--- src/rtl/altair_serial_pkg.sv ---
// Shared definitions for the Altair serial receive path: frame geometry,
// source identifiers and the arbiter state encoding.
package altair_serial_pkg;

  localparam int FRAME_BITS = 10;

  typedef enum logic {
    SRC_A = 1'b0,
    SRC_B = 1'b1
  } src_t;

  typedef enum logic {
    ST_IDLE = 1'b0,
    ST_HOLD = 1'b1
  } arb_state_t;

  // A grant (or shadow) covers the whole frame and releases mid-stop-bit.
  function automatic int hold_cycles(input int clk_div);
    return FRAME_BITS * clk_div - clk_div / 2;
  endfunction

endpackage

--- src/rtl/rx_source_tracker.sv ---
// One receive source: 2-flop synchronizer, start-edge detect and the shadow
// counter that masks a rejected frame's data edges.
module rx_source_tracker
  import altair_serial_pkg::*;
#(
  parameter int HOLD_CYCLES = hold_cycles(5208)
) (
  input  logic clk_in,
  input  logic rst_in,
  input  logic rxd_in,
  input  logic reject_in,
  output logic sync_out,
  output logic start_out,
  output logic eligible_out
);

  localparam int CNT_W = $clog2(HOLD_CYCLES);

  logic             s1;
  logic             s2;
  logic             s2_prev;
  logic [CNT_W-1:0] shadow_cnt;

  // Sync flops clear to 0 so a line already high at release shows only a
  // rising transition, never a false start.
  // NOTE: every register here uses <= so all flops sample the same pre-edge values.
  always_ff @(posedge clk_in) begin
    if (rst_in) begin
      s1         <= 1'b0;
      s2         <= 1'b0;
      s2_prev    <= 1'b0;
      shadow_cnt <= '0;
    end else begin
      s1      <= rxd_in;
      s2      <= s1;
      s2_prev <= s2;
      if (reject_in)
        shadow_cnt <= CNT_W'(HOLD_CYCLES - 1);
      else if (shadow_cnt != '0)
        shadow_cnt <= shadow_cnt - CNT_W'(1);
    end
  end

  assign sync_out     = s2;
  assign start_out    = !s2 && s2_prev;
  assign eligible_out = (shadow_cnt == '0);

endmodule

--- src/rtl/serial_rx_arbiter.sv ---
// Character-granular arbiter sharing the CPU receive line between the
// external pin (A) and the terminal (B); one source owns a whole frame.
module serial_rx_arbiter
  import altair_serial_pkg::*;
#(
  parameter int CLK_DIV     = 5208,
  parameter int HOLD_CYCLES = hold_cycles(CLK_DIV)
) (
  input  logic clk_in,
  input  logic rst_in,
  input  logic rxd_a_in,
  input  logic rxd_b_in,
  output logic rxd_out,
  output logic grant_a_out,
  output logic grant_b_out,
  output logic drop_a_out,
  output logic drop_b_out
);

  localparam int CNT_W = $clog2(HOLD_CYCLES);

  logic sync_a, sync_b;
  logic start_a, start_b;
  logic elig_a, elig_b;
  logic cand_a, cand_b;
  logic reject_a, reject_b;
  logic accept;
  src_t winner;

  arb_state_t       state;
  src_t             grant;
  src_t             last_grant;
  logic [CNT_W-1:0] hold_cnt;

  rx_source_tracker #(.HOLD_CYCLES(HOLD_CYCLES)) u_track_a (
    .clk_in      (clk_in),
    .rst_in      (rst_in),
    .rxd_in      (rxd_a_in),
    .reject_in   (reject_a),
    .sync_out    (sync_a),
    .start_out   (start_a),
    .eligible_out(elig_a)
  );

  rx_source_tracker #(.HOLD_CYCLES(HOLD_CYCLES)) u_track_b (
    .clk_in      (clk_in),
    .rst_in      (rst_in),
    .rxd_in      (rxd_b_in),
    .reject_in   (reject_b),
    .sync_out    (sync_b),
    .start_out   (start_b),
    .eligible_out(elig_b)
  );

  assign cand_a = start_a && elig_a;
  assign cand_b = start_b && elig_b;

  // NOTE: every output of this block gets a default first, so no latch is inferred.
  always_comb begin
    accept   = 1'b0;
    winner   = SRC_A;
    reject_a = 1'b0;
    reject_b = 1'b0;
    if (state == ST_IDLE) begin
      if (cand_a && cand_b) begin
        accept   = 1'b1;
        winner   = (last_grant == SRC_A) ? SRC_B : SRC_A;
        reject_a = (winner == SRC_B);
        reject_b = (winner == SRC_A);
      end else if (cand_a) begin
        accept = 1'b1;
        winner = SRC_A;
      end else if (cand_b) begin
        accept = 1'b1;
        winner = SRC_B;
      end
    end else begin
      // Only the non-owner can be rejected; the owner's edges are data bits.
      reject_a = cand_a && (grant == SRC_B);
      reject_b = cand_b && (grant == SRC_A);
    end
  end

  always_ff @(posedge clk_in) begin
    if (rst_in) begin
      state       <= ST_IDLE;
      grant       <= SRC_A;
      last_grant  <= SRC_B;
      hold_cnt    <= '0;
      rxd_out     <= 1'b1;
      grant_a_out <= 1'b0;
      grant_b_out <= 1'b0;
      drop_a_out  <= 1'b0;
      drop_b_out  <= 1'b0;
    end else begin
      drop_a_out <= reject_a;
      drop_b_out <= reject_b;
      case (state)
        ST_IDLE: begin
          if (accept) begin
            state       <= ST_HOLD;
            grant       <= winner;
            hold_cnt    <= CNT_W'(HOLD_CYCLES - 1);
            rxd_out     <= (winner == SRC_A) ? sync_a : sync_b;
            grant_a_out <= (winner == SRC_A);
            grant_b_out <= (winner == SRC_B);
          end else begin
            rxd_out <= 1'b1;
          end
        end
        ST_HOLD: begin
          if (hold_cnt == '0) begin
            state       <= ST_IDLE;
            last_grant  <= grant;
            rxd_out     <= 1'b1;
            grant_a_out <= 1'b0;
            grant_b_out <= 1'b0;
          end else begin
            hold_cnt <= hold_cnt - CNT_W'(1);
            rxd_out  <= (grant == SRC_A) ? sync_a : sync_b;
          end
        end
        default: state <= ST_IDLE;
      endcase
    end
  end

endmodule
--- config.mk ---
export PLATFORM = sky130hd
export DESIGN_NAME = serial_rx_arbiter
export DESIGN_NICKNAME = d
export VERILOG_FILES = /design/src/rtl/altair_serial_pkg.sv /design/src/rtl/rx_source_tracker.sv /design/src/rtl/serial_rx_arbiter.sv
export SDC_FILE = /design/constraint.sdc
export NUM_CORES = 1
export LEC_CHECK = 0
export BUFFER_PORTS_ARGS = -buffer_cell sky130_fd_sc_hd__buf_2
export CORE_MARGIN = 4
export CORE_UTILIZATION = 35
export DETAILED_ROUTE_END_ITERATION = 7
export GPL_ROUTABILITY_DRIVEN = 1
export PLACE_DENSITY = 0.6
export RECOVER_POWER = 100
export SLEW_MARGIN = 5
export SYNTH_ARGS = -nofsm -noshare
export SYNTH_HDL_FRONTEND = slang
export SYNTH_HIERARCHICAL = 1
export SYNTH_SLANG_ARGS = --single-unit
--- constraint.sdc ---
create_clock -name clk_in -period 3.48 [get_ports clk_in]
set_input_delay 0.174 -clock clk_in [delete_from_list [all_inputs] [get_ports clk_in]]
set_output_delay 0.174 -clock clk_in [all_outputs]
set_load 0.01 [all_outputs]
---- Yosys cells after proc, flatten, opt, wreduce, memory -nomap -nowiden ----
Cells that the tools add are included.
storage, ports and cells
  register bits after elaboration ......... 62
  bits of input ports ..................... 4
  output and inout bits ................... 5
  logic and storage cells ................. 82
cells by class
  $add $sub $neg .......................... 3
  equal/unequal tests ..................... 3
  mux-type cells .......................... 32
  bitwise operators ....................... 3
  reductions and logical operators ........ 22
operators by type and width
  operator                                                                  number
  16-bit two-way mux                                                        6
  16-bit zero test                                                          3
  16-bit by 1-bit subtractor with 16-bit output (second input constant)     3
  16-bit case mux with 2 select lines                                       1
  16-bit nonzero test                                                       2
  1-bit two-way mux                                                         21
  1-bit case mux with 2 select lines                                        4
  2-bit AND reduction                                                       4
  1-bit logical AND                                                         7
  2-bit inequality test (second input constant)                             2
  2-bit nonzero test                                                        2
  2-bit OR reduction                                                        2
  1-bit NOT                                                                 3
  1-bit zero test                                                           2
  2-bit by 1-bit inequality test with 1-bit output (second input constant)  1

---- Depth between registers and ports, before layout ----
  depth after elaboration ................. 10
  depth in mapped cells ................... 13
  depth with buffers taken out ............ 12

---- By module ----
Netlist, hierarchy kept.
by module, submodules not included
  module             instances  cells an instance  area each (sq um)  seq. area each (sq um)
  rx_source_tracker  2          119                989.7              380.4
  serial_rx_arbiter  1          148                1281.2             480.5

---- Worst setup path after synthesis ----
OpenSTA, ideal clock, no wires.
  path kind ............................... reg-to-reg
  start ................................... register u_track_a.shadow_cnt[0]
  end ..................................... register u_track_b.shadow_cnt[13]
  setup time .............................. 116 ps
  arrival time ............................ 2424 ps
  data required time ...................... 3364 ps
  path slack .............................. 940 ps
  stages on the path, launching flop included .. 14
  buffers on the path ..................... 1
  clock period less this slack ............ 2540 ps
  cell sequence ........................... dfxtp_1 inv_1 ha_1 nor4b_2 nand2_1 nor3_1 nand3_1 mux2_2 nor2_1 clkbuf_1 nor2_1 nand2_1 a31oi_1 a41o_2
on the way
  longest elaborated chain between the ends .. 6
ends and longest elaborated chain
  item                                 RTL line                 source
  from (decl)                          rx_source_tracker.sv:22  logic [CNT_W-1:0] shadow_cnt;
  from (signal assigned)               rx_source_tracker.sv:38  shadow_cnt <= CNT_W'(HOLD_CYCLES - 1);
  from (signal assigned)               rx_source_tracker.sv:40  shadow_cnt <= shadow_cnt - CNT_W'(1);
  16-bit zero test                     rx_source_tracker.sv:46  assign eligible_out = (shadow_cnt == '0);
  named net elig_a                     serial_rx_arbiter.sv:24  logic elig_a, elig_b;
  1-bit logical AND                    serial_rx_arbiter.sv:55  assign cand_a = start_a && elig_a;
  1-bit logical AND                    serial_rx_arbiter.sv:65  if (cand_a && cand_b) begin
  1-bit two-way mux                    serial_rx_arbiter.sv:65
  1-bit two-way mux                    serial_rx_arbiter.sv:64  if (state == ST_IDLE) begin
  named net reject_b                   serial_rx_arbiter.sv:26  logic reject_a, reject_b;
  2-bit OR reduction (no source line)  n/a
  to (signal assigned)                 rx_source_tracker.sv:38
  to (signal assigned)                 rx_source_tracker.sv:40
  to (decl)                            rx_source_tracker.sv:22
The timed path passes the listed nets, and every way through them passes these cells.
A chain may end at the register's enable or synchronous reset.

---- Final worst setup path ----
  start ................................... register u_track_b.shadow_cnt[0]
  end ..................................... register u_track_a.shadow_cnt[13]
on the way
  longest elaborated chain between the ends .. 6
ends and longest elaborated chain
  item                                 RTL line                 source
  16-bit zero test                     rx_source_tracker.sv:46
  named net elig_b                     serial_rx_arbiter.sv:24
  1-bit logical AND                    serial_rx_arbiter.sv:56  assign cand_b = start_b && elig_b;
  1-bit logical AND                    serial_rx_arbiter.sv:65
  1-bit two-way mux                    serial_rx_arbiter.sv:65
  1-bit two-way mux                    serial_rx_arbiter.sv:64
  named net reject_a                   serial_rx_arbiter.sv:26
  2-bit OR reduction (no source line)  n/a
The timed path passes the listed nets, and every way through them passes these cells.

==> results.sh <==
export IMPL_ys_seq_elements=62
export IMPL_vias_per_cell=5.761
export IMPL_crit_fanout=12
export IMPL_initial_core_util_pct=36.67
export IMPL_cts_resized=0
export IMPL_cp_slowest_stage_delay_ps=450
export IMPL_synth_edf_count=0
export IMPL_cts_buffers=9
export IMPL_overflow=0
export IMPL_fmax_mhz=324.0
export IMPL_ys_warn_count=6
export IMPL_antenna_found_initial=0
export IMPL_clock_latency_ps=340
export IMPL_ioPinCount=9
export IMPL_cts_tree="yes"
export IMPL_period_share_pct=88.68
export IMPL_grt_util_all_layers_pct=14.24
export IMPL_nets=400
export IMPL_place_gp_congestion=0.8870
export IMPL_cts_hold_fix_buffers=0
export IMPL_place_ws_ps=504.5
export IMPL_async_flop_share_pct=0
export IMPL_chipHeight_um=104.5
export IMPL_hp_class="primary input to register"
export IMPL_layout_common_cells="62 x dfxtp_1, 30 x nor2_1, 29 x nand2_1, 21 x a21oi_1, 19 x o21ai_0"
export IMPL_max_cap_viol_count=1
export IMPL_diodes=0
export IMPL_fin_cells=506
export IMPL_area_delta_synth_final_pct=9.823
export IMPL_wire_per_inst_um=14.73
export IMPL_critical_path_most_common_cell="nand2_1"
export IMPL_synthCells=386
export IMPL_vias=2915
export IMPL_power_per_cell_area_nw_per_um2=849.4
export IMPL_syn_avg_cell_area_um2=8.447
export IMPL_path_class="register to register"
export IMPL_die_w_um=104.5
export IMPL_ff2ff_path_depth=12
export IMPL_synth_nets=393
export IMPL_drive_gt1_share_pct=12.31
export IMPL_cts_sinks=62
export IMPL_slew_viol_final=43
export IMPL_fin_ws_ps=393.8
export IMPL_fin_skew_ps=5.950
export IMPL_coreArea_um2=8891
export IMPL_worstPathRequired_ps=3720
export IMPL_grt_pass1_vias=2758
export IMPL_cp_start_kind="register"
export IMPL_grt_pass1_wl_um=13070
export IMPL_synth_cell_area_um2=3261
export IMPL_post_cts_buffers=0
export IMPL_rows=34
export IMPL_ir_drop_mv=0.2805
export IMPL_r2r_slack_ps=390
export IMPL_slowest_stage="and3_1"
export IMPL_end_kind="register"
export IMPL_path_clk_slew_ps=70
export IMPL_ys_seq_area_share_pct=38.07
export IMPL_violations="capacitance limit, slew limit"
export IMPL_setup_violations=0
export IMPL_whs_path_depth=2
export IMPL_min_period_ps=3086
export IMPL_status="finished, violations left"
export IMPL_largestRegisters="hold_cnt x16, u_track_a/shadow_cnt x16, u_track_b/shadow_cnt x16"
export IMPL_fill_cells=875
export IMPL_grt_max_degree=43
export IMPL_hold_viol=0
export IMPL_worst_pin_slew_ps=1732
export IMPL_cts_root_buf="clkbuf_8"
export IMPL_placedCellCount=490
export IMPL_final_common_cell="dfxtp_1"
export IMPL_drtPass1Iterations=4
export IMPL_synth_cell_types=48
export IMPL_dieArea_um2=10920
export IMPL_ant_nets=0
export IMPL_fin_tns_setup_ps=0
export IMPL_rsz0062_at_grt="no"
export IMPL_place_detailed_hpwl_um=5190
export IMPL_clk_path_buf_depth=2
export IMPL_p_leak_nw=1.345
export IMPL_htreeDepth=3
export IMPL_path_cells="inv_1 > ha_1 > nor4b_2 > nand2_1 > nor3_1 > nand2_1 > o31ai_1 > and3_1 > nor2_1 > nand2_1 > a31oi_1 > a41o_2"
export IMPL_fin_area_um2=3581
export IMPL_final_core_util_pct=40.28
export IMPL_place_area_um2=3377
export IMPL_worst_ep_arrival_time_ps=3320
export IMPL_port_buffers=8
export IMPL_max_slew_margin_pct=-15.46
export IMPL_drt_iter0_drc=177
export IMPL_drc=0
export IMPL_wl_um=7455
export IMPL_yosys_most_used_dff="dfxtp_1"
## power by group
part | internal (mW) | leakage [nW] | switching, mW
clock network | 0.420 | 0.108 | 0.292
logic | 0.534 | 0.731 | 0.763
registers | 0.855 | 0.505 | 0.177
## worst max-delay path, delay by kind of cell (launching register included)
family                   cells  cell delay [ps]
AO/OA/AOI/OAI                3              490
adder cells (fa/ha/maj)      1              210
buffers and inverters        1               80
flip-flops                   1              330
AND/OR/NAND/NOR              7             1870
## area by class of cell
cell class              count  area [µm²]  area share, %
flip-flops and latches     62        1241          34.66
well taps                 108       135.1          3.774
clock inverters             6       85.08          2.376
repair buffers              9       40.04          1.118
multi-input cells         300        1901          53.07
inverters                  11       41.29          1.153
clock buffers              10       137.6          3.843
## path summary, 6_finish.rpt
path                                                            from                                    end
worst max-delay path            u_track_b/shadow_cnt[0]$_SDFFE_PP0P_  u_track_a/shadow_cnt[13]$_SDFFE_PP0P_
worst min register to register               u_track_b/s1$_SDFF_PP0_          u_track_b/sync_out$_SDFF_PP0_
worst max register to register  u_track_b/shadow_cnt[0]$_SDFFE_PP0P_  u_track_a/shadow_cnt[13]$_SDFFE_PP0P_
worst min-delay path                                        rxd_a_in                u_track_a/s1$_SDFF_PP0_
## through the flow
stage	power (mW)	hold WS [ps]
after detailed placement	2.328	395.3
after floorplan	2.058	302.2
after global routing	3.282	46.00
after CTS	3.051	35.40
after global placement	2.325	390.1
final	3.042	41.67
## per-layer routing
| layer | track usage, % | vias to the layer above | share of wire [%] | wire (µm) |
|---|---|---|---|---|
| li1 | - | 1480 | - | - |
| met4 | 3.799 | 0 | 0.87 | 65 |
| met3 | 4.345 | 8 | 4.4 | 326 |
| met2 | 22.00 | 62 | 45 | 3351 |
| met5 | 0 | - | 0 | 0 |
| met1 | 19.31 | 1365 | 50 | 3711 |
## cells by family (layout without fill, tap and decap cells)
kind of cell / Yosys count / after routing / synth area share, %
compound gates: 86 / 86 / 16.96
buf+inv: 24 / 36 / 3.300
xor+xnor: 1 / 1 / 0.2687
mux: 16 / 16 / 4.950
fa+ha+maj: 3 / 3 / 1.151
flops: 62 / 62 / 38.07
simple gates: 194 / 194 / 35.30
## synthesized netlist by cell type, types with 2 or more instances
cell | n | share of area [%]
a211oi_1 | 7 | 1.6
a21oi_1 | 21 | 3.2
a311oi_1 | 3 | 0.81
a31oi_1 | 13 | 2.5
a41o_2 | 2 | 0.69
and2_1 | 2 | 0.38
and3_1 | 3 | 0.58
and4b_2 | 2 | 0.69
buf_1 | 3 | 0.35
buf_6 | 2 | 0.69
clkbuf_1 | 6 | 0.69
clkbuf_2 | 2 | 0.31
dfxtp_1 | 62 | 38
ha_1 | 3 | 1.2
inv_1 | 10 | 1.2
mux2i_1 | 15 | 4.6
nand2_1 | 29 | 3.3
nand2b_1 | 7 | 1.3
nand3_1 | 14 | 2.1
nand3b_1 | 2 | 0.46
nand4_1 | 2 | 0.38
nand4b_1 | 6 | 1.6
nor2_1 | 30 | 3.5
nor2b_1 | 13 | 2.5
nor3_1 | 17 | 2.6
nor4_1 | 13 | 2.5
nor4_2 | 5 | 1.9
nor4b_2 | 2 | 0.92
o211ai_1 | 4 | 0.92
o21ai_0 | 19 | 2.9
o31ai_1 | 10 | 2.3
or2_2 | 13 | 2.5
or3_1 | 14 | 2.7
or3b_2 | 2 | 0.54
or4_1 | 12 | 2.8
or4_4 | 4 | 1.4
No activity file was read; power rests on OpenSTA's default activity.
